$ cat src/rtl/ilm_pkg.sv
// Shared types and helpers for the ILM operand pipeline (16-bit nearest-one detection).
package ilm_pkg;

    localparam int W     = 16;
    localparam int EXP_W = 5;
    localparam int OH_W  = W - 1;
    localparam int P_W   = 4;

    typedef struct packed {
        logic [OH_W-1:0]  onehot;
        logic [EXP_W-1:0] exp;
        logic [W-1:0]     res;
        logic             zero;
        logic             ovf;
    } nod_result_t;

    // Rounding happens only when a bit exists below the leading one and that bit is set.
    function automatic logic [EXP_W-1:0] nearest_exp(input logic [P_W-1:0] p, input logic below_bit);
        logic up;
        up = (p != '0) && below_bit;
        return {1'b0, p} + {{(EXP_W-1){1'b0}}, up};
    endfunction

endpackage

$ cat src/rtl/ilm_nod_stage_if.sv
// Operand-in / result-out bundle of the nearest-one detector stage.
interface ilm_nod_stage_if #(
    parameter int TAG_W = 4
);
    import ilm_pkg::*;

    // Handshake: a word moves on a rising clk edge where its valid and ready are both high.
    // A producer holding valid keeps its payload stable until that edge.
    logic                 in_valid_i;
    logic                 in_ready_o;
    logic [W-1:0]         x_i;
    logic [TAG_W-1:0]     tag_i;
    logic                 out_valid_o;
    logic                 out_ready_i;
    logic [OH_W-1:0]      onehot_o;
    logic [EXP_W-1:0]     exp_o;
    logic [W-1:0]         res_o;
    logic                 zero_o;
    logic                 ovf_o;
    logic [TAG_W-1:0]     tag_o;

    modport slave (
        input  in_valid_i, x_i, tag_i, out_ready_i,
        output in_ready_o, out_valid_o, onehot_o, exp_o, res_o, zero_o, ovf_o, tag_o
    );

    modport master (
        output in_valid_i, x_i, tag_i, out_ready_i,
        input  in_ready_o, out_valid_o, onehot_o, exp_o, res_o, zero_o, ovf_o, tag_o
    );

endinterface

$ cat src/rtl/ilm_nod_stage_lod16.sv
// Combinational leading-one index of a 16-bit word; returns 0 for a zero input.
module lod16
    import ilm_pkg::*;
(
    input  logic [W-1:0]   x_i,
    output logic [P_W-1:0] p_o
);

    always_comb begin
        p_o = '0;
        for (int i = 1; i < W; i++) begin
            if (x_i[i]) p_o = P_W'(i);
        end
    end

endmodule

$ cat src/rtl/ilm_nod_stage.sv
// Two-stage nearest-one detector: stage 1 finds the leading one, stage 2 rounds to 2^k.
module ilm_nod_stage
    import ilm_pkg::*;
#(
    parameter int TAG_W = 4
) (
    input logic              clk,
    input logic              rst,
    ilm_nod_stage_if.slave   bus
);

    logic              v1_q, v2_q;
    logic              a1, a2;

    logic [W-1:0]      x1_q;
    logic [TAG_W-1:0]  tag1_q;
    logic              zero1_q;
    logic [P_W-1:0]    p1_q;
    logic [P_W-1:0]    p_d;

    nod_result_t       r2_q, r2_d;
    logic [TAG_W-1:0]  tag2_q;

    logic              below_bit;
    logic [EXP_W-1:0]  k_d;

    assign a2 = !v2_q || bus.out_ready_i;
    assign a1 = !v1_q || a2;

    lod16 u_lod (
        .x_i (bus.x_i),
        .p_o (p_d)
    );

    always_ff @(posedge clk) begin
        if (rst) begin
            v1_q <= 1'b0;
            v2_q <= 1'b0;
        end else begin
            if (a1) v1_q <= bus.in_valid_i;
            if (a2) v2_q <= v1_q;
        end
    end

    // Payload registers only load on a real transfer, so they hold while stalled.
    always_ff @(posedge clk) begin
        if (a1 && bus.in_valid_i) begin
            x1_q    <= bus.x_i;
            tag1_q  <= bus.tag_i;
            zero1_q <= (bus.x_i == '0);
            p1_q    <= p_d;
        end
        if (a2 && v1_q) begin
            r2_q   <= r2_d;
            tag2_q <= tag1_q;
        end
    end

    always_comb begin
        below_bit = (p1_q != '0) ? x1_q[p1_q - P_W'(1)] : 1'b0;
        k_d       = nearest_exp(p1_q, below_bit);
        r2_d      = '0;
        r2_d.exp  = k_d;
        r2_d.zero = zero1_q;
        r2_d.ovf  = (k_d == EXP_W'(W));
        // 16-bit wraparound makes k=16 subtract nothing, leaving res = x (already negative).
        r2_d.res  = zero1_q ? '0 : (x1_q - (W'(1) << k_d));
        if (k_d >= EXP_W'(1) && k_d <= EXP_W'(OH_W)) begin
            r2_d.onehot = OH_W'(1) << (k_d - EXP_W'(1));
        end
    end

    logic out_en;
    assign out_en = v2_q && !rst;

    assign bus.in_ready_o  = a1 && !rst;
    assign bus.out_valid_o = out_en;
    assign bus.onehot_o    = out_en ? r2_q.onehot : '0;
    assign bus.exp_o       = out_en ? r2_q.exp    : '0;
    assign bus.res_o       = out_en ? r2_q.res    : '0;
    assign bus.zero_o      = out_en ? r2_q.zero   : 1'b0;
    assign bus.ovf_o       = out_en ? r2_q.ovf    : 1'b0;
    assign bus.tag_o       = out_en ? tag2_q      : '0;

endmodule
$ cat src/flat_wrapper.sv
// flat-port wrapper written by rule: the top's interface ports become plain ports
module ilm_nod_stage_flat import ilm_pkg::*;
#(
    parameter int TAG_W = 4
)
  (clk, rst, bus_in_valid_i, bus_x_i, bus_tag_i, bus_out_ready_i, bus_in_ready_o, bus_out_valid_o, bus_onehot_o, bus_exp_o, bus_res_o, bus_zero_o, bus_ovf_o, bus_tag_o);
  ilm_nod_stage_if #(.TAG_W(TAG_W)) bus_i ();
  input logic clk;
  input logic rst;
  input wire logic [$bits(bus_i.in_valid_i)-1:0] bus_in_valid_i;
  input wire logic [$bits(bus_i.x_i)-1:0] bus_x_i;
  input wire logic [$bits(bus_i.tag_i)-1:0] bus_tag_i;
  input wire logic [$bits(bus_i.out_ready_i)-1:0] bus_out_ready_i;
  output wire logic [$bits(bus_i.in_ready_o)-1:0] bus_in_ready_o;
  output wire logic [$bits(bus_i.out_valid_o)-1:0] bus_out_valid_o;
  output wire logic [$bits(bus_i.onehot_o)-1:0] bus_onehot_o;
  output wire logic [$bits(bus_i.exp_o)-1:0] bus_exp_o;
  output wire logic [$bits(bus_i.res_o)-1:0] bus_res_o;
  output wire logic [$bits(bus_i.zero_o)-1:0] bus_zero_o;
  output wire logic [$bits(bus_i.ovf_o)-1:0] bus_ovf_o;
  output wire logic [$bits(bus_i.tag_o)-1:0] bus_tag_o;
  assign bus_i.in_valid_i = bus_in_valid_i;
  assign bus_i.x_i = bus_x_i;
  assign bus_i.tag_i = bus_tag_i;
  assign bus_i.out_ready_i = bus_out_ready_i;
  assign bus_in_ready_o = bus_i.in_ready_o;
  assign bus_out_valid_o = bus_i.out_valid_o;
  assign bus_onehot_o = bus_i.onehot_o;
  assign bus_exp_o = bus_i.exp_o;
  assign bus_res_o = bus_i.res_o;
  assign bus_zero_o = bus_i.zero_o;
  assign bus_ovf_o = bus_i.ovf_o;
  assign bus_tag_o = bus_i.tag_o;
  ilm_nod_stage #(.TAG_W(TAG_W)) u_core (.clk(clk), .rst(rst), .bus(bus_i));
endmodule
$ cat config.mk
export PLATFORM = sky130hd
export DESIGN_NAME = ilm_nod_stage_flat
export DESIGN_NICKNAME = d
export VERILOG_FILES = /design/src/rtl/ilm_pkg.sv /design/src/rtl/ilm_nod_stage_if.sv /design/src/rtl/ilm_nod_stage_lod16.sv /design/src/rtl/ilm_nod_stage.sv /design/src/flat_wrapper.sv
export SDC_FILE = /design/constraint.sdc
export NUM_CORES = 1
export LEC_CHECK = 0
export ABC_AREA = 1
export CAP_MARGIN = 0
export CORE_ASPECT_RATIO = 0.5
export CORE_UTILIZATION = 35
export CTS_CLUSTER_DIAMETER = 30
export DETAILED_ROUTE_END_ITERATION = 8
export GPL_TIMING_DRIVEN = 0
export SETUP_SLACK_MARGIN = 0.1
export SLEW_MARGIN = 25
export SYNTH_ARGS = -nofsm -noshare
export SYNTH_HDL_FRONTEND = slang
export SYNTH_SLANG_ARGS = --single-unit
$ cat constraint.sdc
create_clock -name clk -period 5.8 [get_ports clk]
set_input_delay 0.87 -clock clk [delete_from_list [all_inputs] [get_ports clk]]
set_output_delay 0.87 -clock clk [all_outputs]
set_load 0.005 [all_outputs]
==> impl_metrics.env <==
export IMPL_layout_nets=597
export IMPL_boundaryPins=68
export IMPL_clock_sinks=69
export IMPL_worstHoldPathCells=0
export IMPL_synth_area_um2=4053
export IMPL_critPathKind="register to register"
export IMPL_grt_util_all_layers=0.1559
export IMPL_syn_nets=517
export IMPL_worstPathMaxFanout=10
export IMPL_grt_overflow=0
export IMPL_ys_seq_area_frac=0.5063
export IMPL_status="complete, no violations"
export IMPL_arrival_ns=4.93
export IMPL_area_growth_pct=30.13
export IMPL_setup_tns_ns=0
export IMPL_critPathMaxStageDelay_ns=0.44
export IMPL_powerDensity_nw_per_um2=270.7
export IMPL_wire_per_inst_um=12.21
export IMPL_clock_path_buffers=2
export IMPL_maxSlewHeadroom=0.3737
export IMPL_start_util=0.3646
export IMPL_synth_async_reset_ratio=0
export IMPL_core_um2=11110
export IMPL_yosys_area_top_type="edfxtp_1"
export IMPL_fp_dieH_um=78.09
export IMPL_io_buffer_count=67
export IMPL_endpoint_kind="register"
export IMPL_power_leakage_nw=2.212
export IMPL_hp_start="u_core.tag1_q[3]$_DFFE_PP_"
export IMPL_synth_area_leaders="edfxtp_1 (50%), nor2_1 (8.4%), inv_1 (7.6%), nand2_1 (7.6%), ha_1 (6.2%)"
export IMPL_cts_resized_gates=0
export IMPL_path_common_cell="nand2_1"
export IMPL_avgViaCountPerCell=4.520
export IMPL_worstMarginPinSlew_ns=0.9384
export IMPL_postCtsHoldBufs=0
export IMPL_cp_required_ns=5.88
export IMPL_synthTopCellsByCount="nor2_1 (91), inv_1 (82), nand2_1 (82)"
export IMPL_syn_inst=472
export IMPL_clk_pin_slew_ns=0.06
export IMPL_drt_total_wl_um=8573
export IMPL_synth_most_common_cell="nor2_1"
export IMPL_r2r_end="u_core.r2_q[16]$_SDFFCE_PP0P_"
export IMPL_setup_viol=0
export IMPL_htreeDepth=3
export IMPL_cts_setup_buffers=0
export IMPL_cap_viol_max_count=0
export IMPL_drc=0
export IMPL_fmax_mhz=206.3
export IMPL_min_path_type="register to register"
export IMPL_synth_edf_count=67
export IMPL_drive_above_1_share=0.07899
export IMPL_rows=27
export IMPL_fp_dieW_um=154.2
export IMPL_insertion_delay_ns=0.33
export IMPL_place_ws_ns=0.9872
export IMPL_numCtsBuffers=9
export IMPL_dp_hpwl_um=6882
export IMPL_cts_root_buffer="clkbuf_16"
export IMPL_reg2reg_slack_ns=0.95
export IMPL_crit_path_top_delay_cell="fa_1"
export IMPL_drt_first_iter_violations=173
export IMPL_grt_max_degree=26
export IMPL_cts_tree="yes"
export IMPL_antenna_left=0
export IMPL_fin_crit_ns=4.848
export IMPL_finalHoldViolCount=0
export IMPL_postLayoutSetupSlackWorst_ns=0.9520
export IMPL_whs_endpoint="u_core.tag2_q[3]$_DFFE_PP_"
export IMPL_synth_top_area_share=0.4964
export IMPL_avgSynthCellArea_um2=8.586
export IMPL_rsz0062_at_grt="false"
export IMPL_synthFlopType="edfxtp_1"
export IMPL_dieArea_um2=12040
export IMPL_gp_congestion=0.8991
export IMPL_grt_pass1_wl_um=14120
export IMPL_drt_pass1_iter_count=5
export IMPL_vdd_drop_max_mv=0.1417
export IMPL_via_count=3173
export IMPL_start_kind="register"
export IMPL_design_area_um2=5274
export IMPL_r2r_start="u_core.p1_q[0]$_SDFFCE_PP1P_"
export IMPL_ys_ff_latch=69
export IMPL_diodes=0
export IMPL_slew_violations=0
export IMPL_skew_ns=0.005955
export IMPL_ys_warn_count=0
export IMPL_post_route_period_util=0.8359
export IMPL_antenna_found_initial=0
export IMPL_place_area_um2=4971
export IMPL_grt_pass1_vias=2905
export IMPL_netlist_cell_type_count=36
export IMPL_rr_worst_depth=28
[worst max-delay path by stage]
stage,start,to,cells after the start
CTS,u_core.p1_q[0]$_SDFFCE_PP1P_,u_core.r2_q[16]$_SDFFCE_PP0P_,28
global placement,u_core.p1_q[0]$_SDFFCE_PP1P_,u_core.r2_q[16]$_SDFFCE_PP0P_,27
global route,u_core.p1_q[0]$_SDFFCE_PP1P_,u_core.r2_q[16]$_SDFFCE_PP0P_,28
detailed placement,u_core.p1_q[0]$_SDFFCE_PP1P_,u_core.r2_q[16]$_SDFFCE_PP0P_,28
finish,u_core.p1_q[0]$_SDFFCE_PP1P_,u_core.r2_q[16]$_SDFFCE_PP0P_,28
floorplan,u_core.p1_q[0]$_SDFFCE_PP1P_,u_core.r2_q[16]$_SDFFCE_PP0P_,28
[critical path, delay by kind of cell, from the launching register on]
kind / cells / cell delay [ns]
compound gates: 2 / 0.25
fa+ha+maj: 5 / 1.49
buf+inv: 5 / 0.73
flops: 1 / 0.35
simple gates: 16 / 1.75
[cell families after synthesis]
| group | Yosys count | synth area share |
|---|---|---|
| simple gates | 221 | 0.2402 |
| flops | 69 | 0.5063 |
| xor+xnor | 5 | 0.01729 |
| compound gates | 61 | 0.08027 |
| buf+inv | 95 | 0.08923 |
| fa+ha+maj | 21 | 0.06669 |
[layer usage]
layer	GRT usage	routed length, um	vias up
li1	-	-	1692
met1	0.2168	4270	1390
met2	0.2414	3641	87
met3	0.03810	602	4
met4	0.04500	59	0
met5	0	0	-
[report_power, final]
| group | internal (mW) | total (mW) | leakage (nW) | switching, mW |
|---|---|---|---|---|
| clock | 0.345 | 0.541 | 0.146 | 0.197 |
| combinational | 0.107 | 0.287 | 1.40 | 0.180 |
| sequential | 0.587 | 0.599 | 0.664 | 0.0118 |
| total | 1.04 | 1.43 | 2.21 | 0.388 |
[metrics by stage]
step	hold WS (ns)	instances	power (mW)	util
after CTS	0.4178	702	1.442	0.4745
after global routing	0.4202	702	1.501	0.4745
after floorplan	0.4003	472	0.8002	-
after detailed placement	0.4045	686	0.8954	0.4473
final	0.4157	702	1.428	0.4745
after global placement	0.4016	684	0.8891	0.4413
[placed cells by master (no fill, tap or decap), types with 4 or more instances in the layout]
cell type,count
nand3_1,21
nor3_2,9
clkbuf_1,7
o21ai_0,15
a21oi_1,35
nand2_1,82
ha_1,20
nor2_1,91
inv_1,82
clkbuf_16,9
clkdlybuf4s50_1,67
nor3_1,4
edfxtp_1,67
[layout make-up]
| cell class | count | area (um2) |
|---|---|---|
| tap | 145 | 181.4 |
| multi-input combinational | 308 | 1650 |
| sequential | 69 | 2052 |
| buffer | 8 | 32.53 |
| inverter | 87 | 329.1 |
| timing repair buffer | 69 | 725.7 |
| fill | 1065 | 5841 |
| clock buffer | 11 | 242.7 |
| clock inverter | 5 | 60.06 |
[state kept, by name (all words and copies together), names as in the netlist]
| signal | cells |
|---|---|
| u_core.p1_q | 4 |
| u_core.zero1_q | 1 |
| u_core.r2_q | 38 |
| u_core.tag2_q | 4 |
| u_core.x1_q | 16 |
| u_core.v2_q | 1 |
| u_core.v1_q | 1 |
| u_core.tag1_q | 4 |
Power figures use the tool's default switching activity.
